<file path="config.mk">
export PLATFORM = sky130hd
export DESIGN_NAME = fetch_ctrl
export DESIGN_NICKNAME = d
export VERILOG_FILES = /design/src/rtl/fetch_ctrl.sv
export SDC_FILE = /design/constraint.sdc
export NUM_CORES = 1
export LEC_CHECK = 0
export CAP_MARGIN = 20
export CORE_UTILIZATION = 35
export DETAILED_ROUTE_END_ITERATION = 12
export GPL_TIMING_DRIVEN = 0
export PLACE_DENSITY = 0.75
export SETUP_SLACK_MARGIN = 0.3
export SYNTH_ARGS = -nofsm -noshare
export SYNTH_HDL_FRONTEND = slang
export SYNTH_SLANG_ARGS = --single-unit
</file>
<file path="constraint.sdc">
create_clock -name clk -period 2.36 [get_ports clk]
set_input_delay 0.354 -clock clk [delete_from_list [all_inputs] [get_ports clk]]
set_output_delay 0.354 -clock clk [all_outputs]
set_load 0.05 [all_outputs]
</file>
<file path="src/rtl/fetch_ctrl.sv">
// Instruction fetch controller: loads a program into instruction memory,
// then fetches sequentially with stall, redirect and halt handling.
// Ports:
//   clk, rst_n                     clock, async active-low reset
//   load_valid/data/last, load_ready  program loader handshake
//   reload                          leave HALT/FAULT back to LOAD
//   halt_req, stall                 decode-side fetch control
//   redirect_valid, redirect_pc     taken branch/jump (word address)
//   mem_addr, mem_we, mem_wdata     instruction memory port (combinational)
//   mem_rdata                       combinational memory read data
//   instr, instr_pc, instr_valid    fetched instruction (registered)
//   halted, fault                   state flags (registered)
module fetch_ctrl #(
  parameter int unsigned MEM_DEPTH = 32,
  parameter logic [31:0] RESET_PC  = 32'd0
) (
  input  logic        clk,
  input  logic        rst_n,
  input  logic        load_valid,
  input  logic [31:0] load_data,
  input  logic        load_last,
  output logic        load_ready,
  input  logic        reload,
  input  logic        halt_req,
  input  logic        stall,
  input  logic        redirect_valid,
  input  logic [31:0] redirect_pc,
  output logic [31:0] mem_addr,
  output logic        mem_we,
  output logic [31:0] mem_wdata,
  input  logic [31:0] mem_rdata,
  output logic [31:0] instr,
  output logic [31:0] instr_pc,
  output logic        instr_valid,
  output logic        halted,
  output logic        fault
);

  localparam int unsigned CNT_W = (MEM_DEPTH > 1) ? $clog2(MEM_DEPTH) : 1;
  localparam logic [CNT_W-1:0] LAST_CNT = CNT_W'(MEM_DEPTH - 1);
  localparam logic [31:0] DEPTH_W = 32'(MEM_DEPTH);

  typedef enum logic [1:0] {LOAD, RUN, HALT, FAULT} state_t;

  state_t           state, state_d;
  logic [31:0]      pc, pc_d;
  logic [CNT_W-1:0] load_cnt, load_cnt_d;
  logic [31:0]      instr_d, instr_pc_d;
  logic             instr_valid_d;
  logic             load_fire;

  // Memory port and loader handshake; reset gates load_ready so nothing is
  // written before the first edge after rst_n rises.
  always_comb begin
    load_ready = rst_n && (state == LOAD);
    load_fire  = load_ready && load_valid;
    mem_we     = load_fire;
    mem_wdata  = load_data;
    mem_addr   = (state == LOAD) ? 32'(load_cnt) : pc;
  end

  // Next-state and fetch pipeline update
  always_comb begin
    state_d       = state;
    pc_d          = pc;
    load_cnt_d    = load_cnt;
    instr_d       = instr;
    instr_pc_d    = instr_pc;
    instr_valid_d = 1'b0;
    case (state)
      LOAD: begin
        if (load_fire) begin
          if (load_last || (load_cnt == LAST_CNT)) begin
            state_d    = RUN;
            pc_d       = RESET_PC;
            load_cnt_d = '0;
          end else begin
            load_cnt_d = load_cnt + CNT_W'(1);
          end
        end
      end
      RUN: begin
        if (redirect_valid) begin
          // Squash the wrong-path fetch; an out-of-range target faults next cycle
          pc_d = redirect_pc;
        end else if (pc >= DEPTH_W) begin
          state_d = FAULT;
        end else if (halt_req) begin
          state_d = HALT;
        end else if (stall) begin
          instr_valid_d = instr_valid;
        end else begin
          instr_d       = mem_rdata;
          instr_pc_d    = pc;
          instr_valid_d = 1'b1;
          pc_d          = pc + 32'd1;
        end
      end
      HALT, FAULT: begin
        if (reload) begin
          state_d    = LOAD;
          load_cnt_d = '0;
        end
      end
      default: state_d = LOAD;
    endcase
  end

  // State and output registers
  always_ff @(posedge clk or negedge rst_n) begin
    if (!rst_n) begin
      state       <= LOAD;
      pc          <= RESET_PC;
      load_cnt    <= '0;
      instr       <= 32'd0;
      instr_pc    <= 32'd0;
      instr_valid <= 1'b0;
      halted      <= 1'b0;
      fault       <= 1'b0;
    end else begin
      state       <= state_d;
      pc          <= pc_d;
      load_cnt    <= load_cnt_d;
      instr       <= instr_d;
      instr_pc    <= instr_pc_d;
      instr_valid <= instr_valid_d;
      halted      <= (state_d == HALT);
      fault       <= (state_d == FAULT);
    end
  end

endmodule

</file>
==> results_dict.tcl, run 1 <==
set metrics [dict create \
    status "completed" \
    grt_pass1_wl_um 23220 \
    r2r_slack_ns 0.17 \
    cp_num_cells 7 \
    ys_top_cells_by_area "dfrtp_1, mux2_1, nor2b_1, a22o_1, buf_4" \
    yosysMostFrequentCell "dfrtp_1" \
    gr-usage-met1 0.2473 \
    critical_path_required_ns 2.58 \
    synth-edff-count 0 \
    cts-root-buf "clkbuf_16" \
    dp_hpwl_um 10850 \
    final_cells 902 \
    synth-seq-cells 106 \
    ys_seq_area_frac 0.5144 \
    skew_ns 0.01427 \
    drt_iter0_markers 289 \
    initial_core_util 0.3644 \
    start_kind "flop" \
    top_usage_layer "met2" \
    cap_violations 0 \
    r2r-end "instr[8]" \
    ys_top_cells_by_count "dfrtp_1, nor2b_1, nand2_1" \
    timing.setup.tns_ns 0 \
    yosysTopAreaCellShare 0.5144 \
    htree_levels 3 \
    grt_pass1_vias 4700 \
    p_total_mw 8.249 \
    synth_area_um2 5156 \
    synthToLayoutAreaGrowth_pct 59.18 \
    whs_ns 0.05940 \
    setup_viol_count_final 0 \
    worst_r2r_startpoint "pc[21]" \
    finalCriticalPeriod_ns 2.192 \
    arrival_ns 2.41 \
    grt_use_met2 0.3387 \
    worstSetupPathType "flop to flop" \
    insertion_delay_ns 0.35 \
    slew_headroom 0.4718 \
    crit_buf_inv 2 \
    fin_crit_sh 0.9288 \
    syn_nets 578 \
    wl_per_cell_um 17.22 \
    grt_overflow 0 \
    gp_congestion 0.8288 \
    endpoint "instr[8]" \
    synth.avg_cell_area_um2 10.97 \
    synthArstFlopShare 1.000 \
    tightest_slew_ns 0.7897 \
    ys_types 45 \
    die_h_um 123.4 \
    r2r_cells 7 \
    antenna_found_initial 0 \
    grt.total_usage 0.1989 \
    slew_violations 0 \
    grt_max_degree 33 \
    hold_viol 0 \
    cp-startpoint "pc[21]" \
    firstDrtPassIters 5 \
    irDropWorstVdd_mv 0.6643 \
    antenna_left 0 \
    numCtsBuffers 9 \
    num_rows 43 \
    synth_top_cell_by_area "dfrtp_1" \
    antenna_cells 0 \
    die-area_um2 15220 \
    fin_nets 825 \
    fin_ws_ns 0.1681 \
    power.density_nw_per_um2 1005 \
    io_buffer_count 203 \
    ioPinCount 237 \
    p_leak_nw 3.831 \
    core_area_um2 14150 \
    cts_buffer_depth 2 \
    die_x_um 123.4 \
    path_clk_slew_ns 0.07 \
    pre_cts_slack_ns -0.5189 \
    drive_above_1_share 0.2396 \
    viasPerCell 5.171 \
    ys.flop_type "dfrtp_1" \
    crit_slowest_cell "dfrtp_1" \
    cp-end-kind "flop" \
    crit_family "simple AND/OR/NAND/NOR gates" \
    post-route-drc-count 0 \
    cp_max_fo 6 \
    dpl.cell_count 854 \
    max_freq_mhz 456.2 \
    path_cells "nor4_2 > nand4_1 > nor2_2 > and3b_1 > buf_6 > bufbuf_16 > mux2_1" \
    use_met3 0.03782 \
    yosysWarnings 0 \
    syn_inst 470 \
    clock_sinks 106 \
    vias 4664 \
    rsz0062_at_grt "true" \
    wl_um 15530 \
    cts_tree "built" \
    min_path_type "primary input to asynchronous set/reset pin" \
    worst_path_largest_cell_delay_ns 0.47 \
]
[cells by family (layout without fill, tap and decap cells)]
family | Yosys count | count (layout) | synth area share
AO/OA/AOI/OAI | 79 | 79 | 0.1141
adder cells (fa/ha/maj) | 4 | 4 | 0.009707
flip-flops | 106 | 106 | 0.5144
buffers and inverters | 63 | 314 | 0.08081
multiplexers | 42 | 42 | 0.09148
AND/OR/NAND/NOR | 176 | 177 | 0.1895
[routing by layer]
layer,up-vias,routed length [um]
met5,-,0
met4,0,293
met3,26,1264
met2,266,7605
met1,2243,6366
li1,2129,-
[placed cells by master (no fill, tap or decap), drive strengths merged, types with 5 or more instances in the layout]
cell             n
clkdlybuf4s50  168
buf            107
dfrtp          106
nor2b           53
nand2           51
mux2            41
a22o            32
o21ai           21
clkbuf          17
nor2            16
o31ai           12
nand3           10
inv              9
nand4            8
nor4             7
or2              5
[registers in the layout, indices dropped and copies added, names as in the netlist]
name and flops:
load_cnt 5, state 2, pc 32, halted 1, instr 32, fault 1, instr_valid 1, instr_pc 32
[worst min-delay path by stage]
stage          startpoint           end  slack, ns  depth (start not counted)
3_5_place_dp        rst_n  instr_pc[29]       0.42                          1
2_1_floorplan       rst_n         fault       0.06                          0
4_1_cts             rst_n     instr[29]       0.06                          3
5_1_grt             rst_n     instr[29]       0.07                          3
3_3_place_gp     instr[5]      instr[5]       0.47                          1
6_report            rst_n     instr[29]       0.06                          3
[report_power, final]
group	switching (mW)	leakage (nW)	internal [mW]
combinational	2.28	2.22	1.48
clock	0.690	0.169	1.05
sequential	0.541	1.44	2.21
[layout make-up]
| cell class | instances | area (um2) |
|---|---|---|
| Fill cell | 1150 | 5942 |
| Sequential cell | 106 | 2663 |
| Timing Repair Buffer | 235 | 2300 |
| Multi-Input combinational cell | 302 | 2180 |
| Buffer | 55 | 456.7 |
| Clock buffer | 9 | 225.2 |
| Tap cell | 180 | 225.2 |
| Clock inverter | 7 | 125.1 |
| Inverter | 8 | 33.78 |
[worst reg2reg max path: cells and delay by family, from the launching register on]
family,cells,cell delay [ns]
multiplexers,1,0.33
buffers and inverters,2,0.40
AND/OR/NAND/NOR,4,0.87
flip-flops,1,0.47
[what timing repair did]
action,4_1_cts,5_1_grt
gates cloned,3,1
pin swaps,9,5
hold endpoints to repair,50,0
setup endpoints to repair,131,108
setup buffers,16,8
gates resized for setup,188,53
hold buffers,4,0
[per-stage QoR]
| step | instance area (um2) | util |
|---|---|---|
| finish | 8208 | 0.5801 |
| global route | 8208 | 0.5801 |
| CTS | 8049 | 0.5688 |
| detailed placement | 7442 | 0.5260 |
| global placement | 7417 | 0.5242 |
| floorplan | 5160 | - |
Power figures use the tool's default switching activity.
==> run 2, diff against run 1 <==
- CORE_UTILIZATION: 35 -> 38
- GPL_ROUTABILITY_DRIVEN: not set -> 0
- PLACE_DENSITY: 0.75 -> 0.78
==> results_dict.tcl, run 2 (synthesis gave the netlist of run 1 again) <==
set metrics [dict create \
    crit_family "simple AND/OR/NAND/NOR gates" \
    start_kind "flop" \
    cp-end-kind "flop" \
    io_buffer_count 203 \
    ioPinCount 237 \
    arrival_ns 2.44 \
    grt_pass1_vias 4670 \
    final_cell_mix "clkdlybuf4s50_1, dfrtp_1, buf_4" \
    dp_hpwl_um 10790 \
    top_regs "instr x32, instr_pc x32, pc x32" \
    grt_max_degree 60 \
    finalInstanceArea_um2 8516 \
    post_dp_cell_area_um2 7437 \
    antenna_left 0 \
    crit_slowest_cell "or4b_1" \
    pre_cts_slack_ns -0.5399 \
    num_rows 42 \
    finalCriticalPeriod_ns 2.206 \
    min_path_type "primary input to asynchronous set/reset pin" \
    cp_max_fo 3 \
    cts-root-buf "clkbuf_16" \
    cap_violations 0 \
    fin_crit_sh 0.9349 \
    setup_viol_count_final 0 \
    antenna_cells 0 \
    tightest_slew_ns 0.5567 \
    fin_ws_ns 0.1537 \
    insertion_delay_ns 0.35 \
    status "finished, violations left" \
    drt_iter0_markers 447 \
    p_leak_nw 3.884 \
    htree_levels 3 \
    hold_viol 58 \
    violations "hold timing" \
    r2r_slack_ns 0.15 \
    critical_path_required_ns 2.60 \
    wl_um 16360 \
    final_cells 917 \
    die_x_um 118.5 \
    slew_violations 0 \
    irDropWorstVdd_mv 0.5425 \
    die_h_um 118.5 \
    path_clk_slew_ns 0.08 \
    slew_headroom 0.6289 \
    antenna_found_initial 0 \
    cts_tree "built" \
    max_freq_mhz 453.2 \
    fin_nets 844 \
    numCtsBuffers 9 \
    viasPerCell 5.297 \
    firstDrtPassIters 5 \
    grt.total_usage 0.2219 \
    cts_buffer_depth 2 \
    path_cells "ha_2 > and3_4 > ha_4 > nor2_2 > or3_4 > a21oi_4 > or4b_1 > a32o_1" \
    vias 4857 \
    synthToLayoutAreaGrowth_pct 65.15 \
    whs_ns -0.1343 \
    power.density_nw_per_um2 970.4 \
    clock_sinks 106 \
    drive_above_1_share 0.3090 \
    grt_pass1_wl_um 24230 \
    wl_per_cell_um 17.84 \
    dpl.cell_count 850 \
    rsz0062_at_grt "true" \
    post-route-drc-count 0 \
    grt_overflow 0 \
    die-area_um2 14040 \
    initial_core_util 0.3894 \
    core_area_um2 13240 \
    p_total_mw 8.264 \
    final_common_cell "clkdlybuf4s50_1" \
    skew_ns 0.01245 \
    worst_path_largest_cell_delay_ns 0.46 \
    crit_buf_inv 0 \
    worstSetupPathType "flop to flop" \
]
## run 2: report_power, final
part / switching, mW / total (mW) / internal [mW] / leakage (nW)
clock network: 0.729 / 1.49 / 0.757 / 0.146
registers: 0.543 / 2.76 / 2.22 / 1.43
logic: 2.36 / 4.02 / 1.65 / 2.31
## run 2: routing by layer
| metal | GRT usage | vias up | part of all wire |
|---|---|---|---|
| met5 | 0 | - | 0 |
| met2 | 0.3750 | 303 | 0.50 |
| li1 | - | 2176 | - |
| met1 | 0.2720 | 2333 | 0.39 |
| met3 | 0.05116 | 45 | 0.078 |
| met4 | 0.09415 | 0 | 0.028 |
## run 2: area by class of cell
class	instances	area [um2]
fillers	1013	4727
inverters	8	33.78
plain buffers	55	475.5
flip-flops and latches	106	2671
multi-input cells	302	2311
well taps	176	220.2
repair buffers	254	2499
clock inverters	7	80.08
clock buffers	9	225.2
## run 2: path summary, 6_finish.rpt
check	start	to	depth (start not counted)
max in group asynchronous	rst_n	state[0]	2
min in group clk	redirect_valid	instr_valid	3
hold reg to reg	instr[11]	instr[11]	1
setup / recovery	load_cnt[1]	pc[4]	8
hold / removal	rst_n	instr_pc[16]	1
setup reg to reg	load_cnt[1]	pc[4]	8
## run 2: stage by stage
stage | utilization | setup TNS (ns)
2_1_floorplan | - | 0
3_3_place_gp | 0.5597 | -454.03
3_5_place_dp | 0.5616 | -15.68
4_1_cts | 0.6192 | 0
5_1_grt | 0.6430 | 0
6_report | 0.6430 | 0
## run 2: repair_timing
action,CTS,global route
gates cloned,6,4
hold endpoints to repair,58,58
pin swaps,9,12
resized for setup,235,60
buffers inserted,25,16
setup endpoints to repair,124,104
